`src/rtl/writeback_queue.sv`:
```
// Writeback buffer ahead of the register file: queues up to two results per cycle
// in order and drains up to two per cycle onto the two write ports.
module writeback_queue #(
  parameter int unsigned DATA_WIDTH = 16,
  parameter int unsigned ADDR_WIDTH = 2,
  parameter int unsigned DEPTH      = 4
) (
  input  logic                          clock,
  input  logic                          reset,
  input  logic                          in0_valid,
  input  logic [ADDR_WIDTH-1:0]         in0_reg,
  input  logic [DATA_WIDTH-1:0]         in0_data,
  input  logic                          in1_valid,
  input  logic [ADDR_WIDTH-1:0]         in1_reg,
  input  logic [DATA_WIDTH-1:0]         in1_data,
  output logic                          in_ready,
  output logic [ADDR_WIDTH-1:0]         wr1,
  output logic [DATA_WIDTH-1:0]         wr1_data,
  output logic                          wr1_enable,
  output logic [ADDR_WIDTH-1:0]         wr2,
  output logic [DATA_WIDTH-1:0]         wr2_data,
  output logic                          wr2_enable,
  output logic [(1<<ADDR_WIDTH)-1:0]    pending,
  output logic [$clog2(DEPTH):0]        count
);

  localparam int unsigned PTR_W = $clog2(DEPTH);
  localparam int unsigned CNT_W = PTR_W + 1;

  logic [ADDR_WIDTH-1:0] mem_reg  [DEPTH];
  logic [DATA_WIDTH-1:0] mem_data [DEPTH];
  logic [PTR_W-1:0]      head;
  logic [PTR_W-1:0]      tail;
  logic [PTR_W-1:0]      head1;
  logic [PTR_W-1:0]      tail1;
  logic [1:0]            push_n;
  logic [1:0]            pop_n;
  logic                  same_reg;

  // Space check uses only the pre-edge count, never this cycle's pop.
  assign in_ready = !reset && ((CNT_W'(DEPTH) - count) >= CNT_W'(2));

  always_comb begin
    head1    = head + PTR_W'(1);
    tail1    = tail + PTR_W'(1);
    push_n   = 2'd0;
    if (in_ready) begin
      push_n = {1'b0, in0_valid} + {1'b0, in1_valid};
    end
    if (count == CNT_W'(0)) begin
      pop_n = 2'd0;
    end else if (count == CNT_W'(1)) begin
      pop_n = 2'd1;
    end else begin
      pop_n = 2'd2;
    end
    same_reg = (mem_reg[head] == mem_reg[head1]);
  end

  // Entry storage; occupancy is tracked by count, so no reset is needed here.
  always_ff @(posedge clock) begin
    if (in_ready) begin
      if (in0_valid) begin
        mem_reg[tail]  <= in0_reg;
        mem_data[tail] <= in0_data;
      end
      if (in1_valid) begin
        mem_reg[in0_valid ? tail1 : tail]  <= in1_reg;
        mem_data[in0_valid ? tail1 : tail] <= in1_data;
      end
    end
  end

  // Pointers, occupancy and the registered write-port stage.
  always_ff @(posedge clock) begin
    if (reset) begin
      head       <= '0;
      tail       <= '0;
      count      <= '0;
      wr1        <= '0;
      wr1_data   <= '0;
      wr1_enable <= 1'b0;
      wr2        <= '0;
      wr2_data   <= '0;
      wr2_enable <= 1'b0;
    end else begin
      wr1        <= '0;
      wr1_data   <= '0;
      wr1_enable <= 1'b0;
      wr2        <= '0;
      wr2_data   <= '0;
      wr2_enable <= 1'b0;
      if (pop_n == 2'd1) begin
        wr1        <= mem_reg[head];
        wr1_data   <= mem_data[head];
        wr1_enable <= 1'b1;
      end else if (pop_n == 2'd2) begin
        // Same destination: the younger result alone is written.
        wr2        <= mem_reg[head1];
        wr2_data   <= mem_data[head1];
        wr2_enable <= 1'b1;
        if (!same_reg) begin
          wr1        <= mem_reg[head];
          wr1_data   <= mem_data[head];
          wr1_enable <= 1'b1;
        end
      end
      head  <= head + PTR_W'(pop_n);
      tail  <= tail + PTR_W'(push_n);
      count <= count + CNT_W'(push_n) - CNT_W'(pop_n);
    end
  end

  // Hazard mask over queued entries and the staged write ports.
  always_comb begin
    pending = '0;
    for (int unsigned i = 0; i < DEPTH; i++) begin
      if (CNT_W'(i) < count) begin
        pending[mem_reg[head + PTR_W'(i)]] = 1'b1;
      end
    end
    if (wr1_enable) pending[wr1] = 1'b1;
    if (wr2_enable) pending[wr2] = 1'b1;
  end

endmodule

```
`config.mk`:
```
export PLATFORM = sky130hd
export DESIGN_NAME = writeback_queue
export DESIGN_NICKNAME = d
export VERILOG_FILES = /design/src/rtl/writeback_queue.sv
export SDC_FILE = /design/constraint.sdc
export NUM_CORES = 1
export LEC_CHECK = 0
export CORE_MARGIN = 2
export CORE_UTILIZATION = 45
export DETAILED_ROUTE_END_ITERATION = 6
export PLACE_DENSITY = 0.68
export SYNTH_ARGS = -nofsm -noshare
export SYNTH_HDL_FRONTEND = slang
export SYNTH_SLANG_ARGS = --single-unit
```
`constraint.sdc`:
```
create_clock -name clock -period 4.3 [get_ports clock]
set_input_delay 0.86 -clock clock [delete_from_list [all_inputs] [get_ports clock]]
set_output_delay 0.86 -clock clock [all_outputs]
set_load 0.1 [all_outputs]
```
==> summary.txt, run 1 <==
Routing
  – DR DRC count: 0
  – Drt via density: 5.39
  – Vias: 4193
  – Routed wire length: 13800 um
  – Drt wl/cell: 17.7 um
  – 1st-iter DRT viols: 252
  – Post-DRT Antenna Nets: 0
  – DR pass1 iterations: 4

Global route
  – Total congestion overflow: 0
  – Largest net degree at the start of global routing: 76
  – GRT Util Overall: 0.200
  – Vias in the first global route: 4281
  – Initial antenna violation count: 0
  – First-pass GRT wire length: 22200 um

Critical path
  – Crit path required time: 3.44 ns
  – Most frequent CP cell: buf_4
  – Critical path capture point type: output port
  – Crit path launch type: flop
  – Crit path cell chain: buf_4, mux2_2, a32o_1, a21oi_1, o311ai_2, buf_4
  – Crit Path Class: flop to output port
  – Crit path largest cell delay: 0.89 ns
  – WP buf/inv: 2
  – Crit-path slowest cell: dfxtp_2
  – Critical path peak fanout: 48
  – Cell family with most CP delay: flip-flops
  – Crit path DAT: 3.06 ns

Placed design
  – Number of port buffers: 85
  – Post-Place Worst Slack: 0.833 ns
  – Post-DP Area: 0.00710 mm^2
  – GPL Wtd Cong: 0.835
  – Cells after DPL: 746
  – Placed wire-length estimate: 9020 um

Timing
  – Hold_ws: 0.631 ns
  – Worst Setup Slack, final: 0.380 ns
  – Final Max Tran Viols: 0
  – Final min period: 3.92 ns
  – Hold Vio Cnt, Final: 0
  – Setup TNS Final: 0 ns
  – Final setup viols: 0
  – RSZ-0062 raised after global routing: no
  – Max Freq: 255 MHz
  – Setup skew after layout: 0.00682 ns
  – Final period utilization: 0.912
  – Slew margin rel.: 0.305
  – Worst Tran Pin Value: 1.04 ns

Die
  – Initial Utilization: 0.463
  – Die width: 121 um
  – Top-Level Pins: 86
  – Core region area: 0.0133 mm^2
  – DIE AREA: 0.0147 mm^2
  – Core Rows: 42
  – Die Height: 121 um

Yosys
  – Sequential area share after synthesis: 0.496
  – Syn Area/Cell: 12.1 um^2
  – Synth Warn #: 0
  – Synth cell types: 51
  – Syn nets: 566
  – Syn Inst Count: 512
  – Ys flop type: edfxtp_1
  – FFs w/ async S/R, synth: 0
  – Netlist Area Pre-Place: 0.00618 mm^2
  – Number of synthesized flops with an enable pin: 72
  – Synthesized flop and latch total: 117

Power and ir drop
  – Peak VDD IR: 0.459 mV
  – Pwr dens: 804 mW/mm^2
  – Leak: 2.83 nW
  – Power Total: 6.25 mW

CTS
  – Clock Tree Root: clkbuf_16
  – CTS Sinks: 117
  – Setup Fix Bufs, Post-CTS: 0
  – Worst-skew pair later-pin latency: 0.41 ns
  – Clock tree from TritonCTS: done
  – CTS Hold Bufs: 0
  – CTS resizes: 0
  – CTS buffer count: 17
  – Clock Tree Buf Depth: 2
  – H-tree level count: 4
  – CTS clock-pin slew for the worst setup and hold paths: 0.05 ns

Worst hold path
  – Min-Delay Path Class: flop to flop

Cells and area
  – Final net count: 643
  – Top Registers: mem_data (64), wr1_data (16), wr2_data (16)
  – Diode count: 0
  – Fill count: 1154
  – Layout cells sized above 1: 0.252
  – Final core utilization: 0.582
  – Largest reg by FF count: mem_data
  – Cell Count, Final, Fillers Out: 778
  – Max reg flops: 64
  – Post-route cell area: 0.00777 mm^2
  – P&R area growth vs syn: 25.7%

Job
  – Max-Cap Viols: 0

Status
  – Status: finished clean
## path summary, 6_finish.rpt
check,from,end,slack [ns],depth (start not counted)
max,head[0],pending[2],0.38,6
min,mem_data[3][13],wr1_data[13],0.63,3
max reg2reg,count[0],mem_data[1][11],1.37,7
min reg2reg,mem_data[3][13],wr1_data[13],0.63,3
## layout make-up
type / count / area [um^2] / area share
flip-flops and latches: 117 / 3070 / 0.395
multi-input cells: 347 / 2870 / 0.370
repair buffers: 90 / 876 / 0.113
clock buffers: 20 / 447 / 0.0575
clock inverters: 12 / 225 / 0.0290
well taps: 176 / 220 / 0.0283
inverters: 16 / 60.1 / 0.00773
## metal layers
layer | GRT usage | share of wire
met1 | 0.249 | 0.44
met2 | 0.336 | 0.51
met3 | 0.0484 | 0.044
met4 | 0.0733 | 0.014
met5 | 0 | 0
## cell usage after synthesis, types with 5 or more instances
| master | n | area, um^2 |
|---|---|---|
| ha_1 | 12 | 150 |
| edfxtp_1 | 72 | 2160 |
| nand3_1 | 10 | 50.1 |
| nor3b_1 | 5 | 37.5 |
| mux2i_1 | 39 | 390 |
| nand2_1 | 14 | 52.6 |
| nor2_1 | 66 | 248 |
| xor2_1 | 8 | 70.1 |
| inv_1 | 16 | 60.1 |
| a21oi_1 | 23 | 115 |
| nor3_1 | 7 | 35.0 |
| mux2_4 | 9 | 135 |
| clkbuf_1 | 9 | 33.8 |
| buf_2 | 13 | 65.1 |
| mux2_2 | 81 | 912 |
| dfxtp_1 | 45 | 901 |
| a211oi_1 | 18 | 135 |
## worst reg2reg max path: stages (launching register included)
cell,delay (ns)
dfxtp_1,0.49
inv_1,0.11
ha_1,0.21
ha_1,0.31
a21oi_4,0.28
nand2_4,0.14
or2_1,0.26
nand2_1,0.75
## power breakdown
part | switching (mW) | total [mW] | internal (mW)
clock | 0.497 | 1.60 | 1.10
combinational | 2.02 | 2.89 | 0.869
sequential | 0.275 | 1.76 | 1.48
total | 2.79 | 6.25 | 3.46
## cell families after synthesis
family,count (synthesis),share of synthesized area
AO/OA/AOI/OAI,66,0.0753
XOR/XNOR,12,0.0170
adder cells (fa/ha/maj),14,0.0308
buffers and inverters,48,0.0405
flip-flops,117,0.496
multiplexers,133,0.247
AND/OR/NAND/NOR,122,0.0935
## cell usage in the layout, fill, tap and decap left out, drive strengths merged, types with 3 or more instances in the layout
cell type | Yosys | final
mux2 | 90 | 90
clkdlybuf4s50 | 0 | 80
edfxtp | 72 | 72
nor2 | 67 | 67
dfxtp | 45 | 45
mux2i | 39 | 39
a21oi | 26 | 26
clkbuf | 9 | 20
a211oi | 18 | 18
inv | 16 | 17
nand2 | 15 | 15
ha | 12 | 12
nand3 | 10 | 10
buf | 23 | 10
xor2 | 8 | 8
nor3 | 7 | 7
bufinv | 0 | 6
nor3b | 5 | 5
o21ai | 5 | 5
mux4 | 4 | 4
and2b | 4 | 4
xnor2 | 4 | 4
a31o | 3 | 3
a31oi | 3 | 3
clkinvlp | 0 | 3
or3 | 3 | 3
Power figures use the tool's default switching activity.
==> run 2, diff against run 1 <==
==> constraint.sdc (replaced) <==
create_clock -name clock -period 3.7 [get_ports clock]
set_input_delay 0.74 -clock clock [delete_from_list [all_inputs] [get_ports clock]]
set_output_delay 0.74 -clock clock [all_outputs]
set_load 0.1 [all_outputs]
==> run 2 against run 1 <==
Wire length grew 2.4%. Highest routed layer unchanged. Count of clock-buffer cells in the layout shrank 3. Critical path type unchanged. Combinational power grew 25%. Critical endpoint unchanged. Clock skew grew 0.00091 ns.
==> summary.txt, run 2 (synthesized netlist as in run 1, its figures left out) <==
Routing
  – Routed wire length: 14100 um (was 13800 um)
  – DR pass1 iterations: 4 (unchanged)
  – Post-DRT Antenna Nets: 0 (unchanged)
  – Routed wl met3: 675 um (was 600 um)
  – WL met1: 6020 um (was 5990 um)
  – Drt wl/cell: 18.0 um (was 17.7 um)
  – WL met2: 7050 um (was 6970 um)
  – DR DRC count: 0 (unchanged)
  – 1st-iter DRT viols: 197 (was 252)
  – Drt via density: 5.46 (was 5.39)
  – Vias: 4267 (was 4193)
  – Top sig layer: met4 (unchanged)

CTS
  – CTS Hold Bufs: 0 (unchanged)
  – CTS clock-pin slew for the worst setup and hold paths: 0.05 ns (about the same)
  – Clock tree from TritonCTS: done (unchanged)
  – H-tree level count: 4 (unchanged)
  – CTS resizes: 0 (unchanged)
  – CTS Sinks: 117 (unchanged)
  – Worst-skew pair later-pin latency: 0.42 ns (was 0.41 ns)
  – CTS buffer count: 17 (unchanged)
  – Clock Tree Root: clkbuf_16 (unchanged)
  – Setup Fix Bufs, Post-CTS: 0 (unchanged)
  – Clock Tree Buf Depth: 2 (unchanged)

Cells and area
  – Most frequent cells in the layout: mux2_2, clkdlybuf4s50_1, edfxtp_1 (unchanged)
  – Diode count: 0 (unchanged)
  – Top Registers: mem_data (64), wr1_data (16), wr2_data (16) (unchanged)
  – Layout cells sized above 1: 0.259 (was 0.252)
  – Final net count: 647 (was 643)
  – Multi-input gate area: 0.00287 mm^2 (unchanged)
  – Fill count: 1115 (was 1154)
  – Largest reg by FF count: mem_data (unchanged)
  – Max reg flops: 64 (unchanged)
  – Register area: 0.00307 mm^2 (about the same)
  – P&R area growth vs syn: 25.9% (was 25.7%)
  – Commonest non-fill, non-tap cell in the layout: mux2_2 (unchanged)

Placed design
  – Number of port buffers: 85 (unchanged)
  – GPL Wtd Cong: 0.853 (was 0.835)
  – Post-Place Worst Slack: 0.520 ns (was 0.833 ns)
  – Placed wire-length estimate: 9590 um (was 9020 um)

Timing
  – Worst Setup Slack, final: 0.439 ns (was 0.380 ns)
  – Slew margin rel.: 0.265 (was 0.305)
  – Worst Tran Pin Value: 1.10 ns (was 1.04 ns)
  – Max Freq: 307 MHz
  – Final Max Tran Viols: 0 (unchanged)
  – Setup skew after layout: 0.00773 ns (was 0.00682 ns)
  – Setup TNS Final: 0 ns (unchanged)
  – RSZ-0062 raised after global routing: no (unchanged)
  – Final min period: 3.26 ns
  – Final setup viols: 0 (unchanged)
  – Final period utilization: 0.881
  – Hold Vio Cnt, Final: 0 (unchanged)

Die
  – DIE AREA: 0.0147 mm^2 (unchanged)
  – Die Height: 121 um (unchanged)
  – Initial Utilization: 0.463 (unchanged)
  – Core region area: 0.0133 mm^2 (unchanged)
  – Core Rows: 42 (unchanged)
  – Top-Level Pins: 86 (unchanged)
  – Die width: 121 um (unchanged)

Critical path
  – Crit path cell chain: mux4_2, a32o_1, a21oi_1, o311ai_2, buf_12 (was buf_4, mux2_2, a32o_1, a21oi_1, o311ai_2, buf_4)
  – Crit-path slowest cell: dfxtp_4 (was dfxtp_2)
  – Critical path peak fanout: 45 (was 48)
  – WP buf/inv: 1 (was 2)
  – Crit Path Class: flop to output port (unchanged)
  – Cell family with most CP delay: flip-flops (unchanged)
  – Critical path capture point type: output port (unchanged)
  – Crit path required time: 2.96 ns (was 3.44 ns)
  – Crit path launch type: flop (unchanged)
  – Crit path DAT: 2.52 ns (was 3.06 ns)
  – Crit path largest cell delay: 0.70 ns (was 0.89 ns)

Worst hold path
  – Min-Delay Path Class: flop to flop (unchanged)

Status
  – Status: finished clean (unchanged)

Global route
  – Largest net degree at the start of global routing: 50 (was 76)
  – Initial antenna violation count: 0 (unchanged)
  – Vias in the first global route: 4415 (was 4281)
  – First-pass GRT wire length: 22200 um (about the same)
  – GRT Util Overall: 0.199 (was 0.200)
  – Total congestion overflow: 0 (unchanged)

Job
  – Max-Cap Viols: 0 (unchanged)

Power and ir drop
  – Peak VDD IR: 0.542 mV (was 0.459 mV)
  – Pwr dens: 926 mW/mm^2 (was 804 mW/mm^2)
  – Leak: 2.83 nW (about the same)
[run 2: power by group]
part / leakage [nW] / internal (mW) / switching [mW] / total (mW)
registers: 1.03 / 1.73 / 0.239 / 1.97
clock network: 0.275 / 1.05 / 0.587 / 1.63
logic: 1.53 / 1.14 / 2.46 / 3.60
[run 2: routing by layer]
layer	track usage	vias up
met2	0.342	119
met4	0.0948	0
li1	-	2044
met1	0.235	2079
met5	0	-
met3	0.0437	25
[run 2: stage by stage]
| stage | hold WS (ns) | util | cell area (um^2) | cells | power [mW] |
|---|---|---|---|---|---|
| 4_1_cts | 0.644 | 0.583 | 7780 | 782 | 7.25 |
| 3_5_place_dp | 0.622 | 0.539 | 7190 | 750 | 5.60 |
| 5_1_grt | 0.661 | 0.583 | 7780 | 782 | 7.53 |
| 2_1_floorplan | 0.590 | - | 6190 | 512 | 4.69 |
| 6_report | 0.631 | 0.583 | 7780 | 782 | 7.20 |
| 3_3_place_gp | 0.618 | 0.539 | 7190 | 750 | 5.54 |
[run 2: layout make-up]
class                   instances  share of cell area
clock buffers                  17              0.0547
inverters                      16             0.00772
well taps                     176              0.0283
repair buffers                 94               0.124
clock inverters                15              0.0209
multi-input cells             347               0.369
flip-flops and latches        117               0.395
[run 2: worst paths after layout]
path	from	end	slack, ns	depth (start not counted)
min	mem_data[1][3]	wr1_data[3]	0.63	3
max reg2reg	count[0]	count[2]	0.91	10
max	head[1]	pending[2]	0.44	5
min reg2reg	mem_data[1][3]	wr1_data[3]	0.63	3
[run 2: worst register-to-register path, delay by kind of cell (launching register included)]
| family | cells | cell delay, ns |
|---|---|---|
| buffers and inverters | 2 | 0.14 |
| and+or+nand+nor | 2 | 0.21 |
| DFF | 1 | 0.41 |
| xor gates and xnor gates | 1 | 0.16 |
| AOI/OAI and AO/OA | 1 | 0.28 |
| adders and majority gates | 4 | 1.45 |
==> run 3, diff against run 2 <==
--- a/config.mk
+++ b/config.mk
@@ -8,6 +8,7 @@
 export CORE_MARGIN = 2
 export CORE_UTILIZATION = 45
 export DETAILED_ROUTE_END_ITERATION = 6
+export GPL_TIMING_DRIVEN = 0
 export PLACE_DENSITY = 0.68
 export SYNTH_ARGS = -nofsm -noshare
 export SYNTH_HDL_FRONTEND = slang
==> run 3 against run 2 <==
Critical path depth increased by 2. Combinational power up 1%. Setup slack got worse by 0.055 ns. Design area decreased by 0.24%. Clock skew decreased by 0.0014 ns. Largest power group unchanged.
==> summary.txt, run 3 (synthesized netlist as in run 1, its figures left out) <==
Timing
  – Worst Tran Pin Value: 1.08 ns (was 1.10 ns)
  – Setup TNS Final: 0 ns (unchanged)
  – Hold_ws: 0.527 ns (was 0.631 ns)
  – RSZ-0062 raised after global routing: no (unchanged)
  – Final period utilization: 0.896 (was 0.881)
  – Setup skew after layout: 0.00636 ns (was 0.00773 ns)
  – Final min period: 3.32 ns (was 3.26 ns)
  – Max Freq: 302 MHz (was 307 MHz)
  – Final Max Tran Viols: 0 (unchanged)
  – Final setup viols: 0 (unchanged)
  – Slew margin rel.: 0.278 (was 0.265)
  – Worst Setup Slack, final: 0.384 ns (was 0.439 ns)
  – Hold Vio Cnt, Final: 0 (unchanged)

Global route
  – GRT Util Overall: 0.219 (was 0.199)
  – Initial antenna violation count: 0 (unchanged)
  – First-pass GRT wire length: 24100 um (was 22200 um)
  – Total congestion overflow: 0 (unchanged)
  – Largest net degree at the start of global routing: 19 (was 50)
  – Vias in the first global route: 4417 (was 4415)

CTS
  – CTS Hold Bufs: 0 (unchanged)
  – Worst-skew pair later-pin latency: 0.41 ns (was 0.42 ns)
  – CTS buffer count: 17 (unchanged)
  – CTS clock-pin slew for the worst setup and hold paths: 0.05 ns (about the same)
  – H-tree level count: 4 (unchanged)
  – CTS Sinks: 117 (unchanged)
  – Setup Fix Bufs, Post-CTS: 0 (unchanged)
  – Clock Tree Buf Depth: 2 (unchanged)
  – Clock Tree Root: clkbuf_16 (unchanged)
  – Clock tree from TritonCTS: done (unchanged)

Critical path
  – Worst R2R Setup Slack: 0.52 ns (was 0.91 ns)
  – Crit path required time: 2.96 ns (about the same)
  – WP buf/inv: 3 (was 1)
  – Critical path peak fanout: 10 (was 45)
  – Crit path largest cell delay: 0.50 ns (was 0.70 ns)
  – Crit path launch type: flop (unchanged)
  – Crit path DAT: 2.58 ns (was 2.52 ns)
  – Critical path capture point type: output port (unchanged)
  – Most frequent CP cell: buf_2
  – Crit path cell chain: buf_2, buf_2, nand2_1, o21ai_0, mux2i_1, o311ai_2, clkbuf_2 (was mux4_2, a32o_1, a21oi_1, o311ai_2, buf_12)
  – Crit Path Class: flop to output port (unchanged)
  – Crit-path slowest cell: clkbuf_2 (was dfxtp_4)
  – Cell family with most CP delay: buffers and inverters (was flip-flops)

Routing
  – Drt via density: 5.48 (was 5.46)
  – DR DRC count: 0 (unchanged)
  – Drt wl/cell: 19.1 um (was 18.0 um)
  – 1st-iter DRT viols: 306 (was 197)
  – Vias: 4406 (was 4267)
  – Routed wire length: 15400 um (was 14100 um)
  – DR pass1 iterations: 4 (unchanged)
  – Post-DRT Antenna Nets: 0 (unchanged)

Cells and area
  – Commonest non-fill, non-tap cell in the layout: mux2_2 (unchanged)
  – Most frequent cells in the layout: mux2_2, clkdlybuf4s50_1, edfxtp_1 (unchanged)
  – Final core utilization: 0.582 (was 0.583)
  – Largest reg by FF count: mem_data (unchanged)
  – Fill count: 1125 (was 1115)
  – Diode count: 0 (unchanged)
  – P&R area growth vs syn: 25.6% (was 25.9%)
  – Post-route cell area: 0.00776 mm^2 (was 0.00778 mm^2)
  – Register area: 0.00307 mm^2 (about the same)
  – Max reg flops: 64 (unchanged)
  – Final net count: 669 (was 647)
  – Layout cells sized above 1: 0.266 (was 0.259)
  – Cell Count, Final, Fillers Out: 804 (was 782)
  – Multi-input gate area: 0.00287 mm^2 (unchanged)
  – Top Registers: mem_data (64), wr1_data (16), wr2_data (16) (unchanged)

Die
  – DIE AREA: 0.0147 mm^2 (unchanged)
  – Core Rows: 42 (unchanged)
  – Top-Level Pins: 86 (unchanged)
  – Core region area: 0.0133 mm^2 (unchanged)
  – Initial Utilization: 0.463 (unchanged)
  – Die Height: 121 um (unchanged)
  – Die width: 121 um (unchanged)

Power and ir drop
  – Leak: 2.89 nW (was 2.83 nW)
  – Power Total: 6.98 mW (was 7.20 mW)
  – Peak VDD IR: 0.526 mV (was 0.542 mV)
  – Pwr dens: 898 mW/mm^2 (was 926 mW/mm^2)

Placed design
  – GPL Wtd Cong: 0.893 (was 0.853)
  – Cells after DPL: 772 (was 750)
  – Number of port buffers: 84 (was 85)
  – Post-DP Area: 0.00725 mm^2 (was 0.00719 mm^2)
  – Post-Place Worst Slack: 0.168 ns (was 0.520 ns)
  – Placed wire-length estimate: 10300 um (was 9590 um)

Worst hold path
  – Min-Delay Path Class: input port to flop (was flop to flop)

Job
  – Max-Cap Viols: 0 (unchanged)

Status
  – Status: finished clean (unchanged)
## run 3: cell types whose count changed in the layout (fill, tap and decap cells not counted), sizes merged
cell           before  now
clkbuf             17   36
inv                17   18
bufinv              3    0
dlymetal6s2s        0    1
clkinvlp            4    0
buf                14   23
clkdlybuf4s50      80   79
## run 3: worst paths after layout
kind | start | end | depth (start not counted)
hold reg to reg | count[0] | wr2[1] | 2
setup / recovery | head[1] | pending[2] | 7
setup reg to reg | count[0] | mem_reg[1][1] | 9
hold / removal | reset | count[2] | 2
## run 3: final cells by class
class                      instances  area share
clock buffer                      23      0.0616
clock inverter                     9     0.00661
tap                              176      0.0284
sequential                       117       0.395
timing repair buffer              84       0.106
buffer                            32      0.0245
inverter                          16     0.00774
multi-input combinational        347       0.370
## run 3: timing repair
action | 4_1_cts | 5_1_grt
setup endpoints to repair | 4 | 5
pin swaps | 0 | 0
resized for setup | 4 | 9
## run 3: routing by layer
layer | global-route usage | wire length, um | vias up | share of wire
met5 | 0 | 0 | - | 0
met4 | 0.0833 | 335 | 0 | 0.022
met3 | 0.0498 | 731 | 21 | 0.048
met2 | 0.364 | 7630 | 144 | 0.50
met1 | 0.279 | 6660 | 2149 | 0.43
li1 | - | - | 2092 | -
## run 3: worst register-to-register path, stage by stage (launching register included)
cell and delay (ns):
dfxtp_2 0.41, inv_1 0.08, ha_1 0.20, ha_1 0.30, a21oi_4 0.28, nand2_4 0.13
or2_1 0.26, buf_6 0.17, buf_12 0.16, nand2_1 0.79
## run 3: power breakdown
part / switching, mW / internal (mW) / total [mW]
Clock: 0.564 / 0.901 / 1.46
Sequential: 0.149 / 1.72 / 1.87
Combinational: 2.61 / 1.03 / 3.64
Total: 3.32 / 3.66 / 6.98
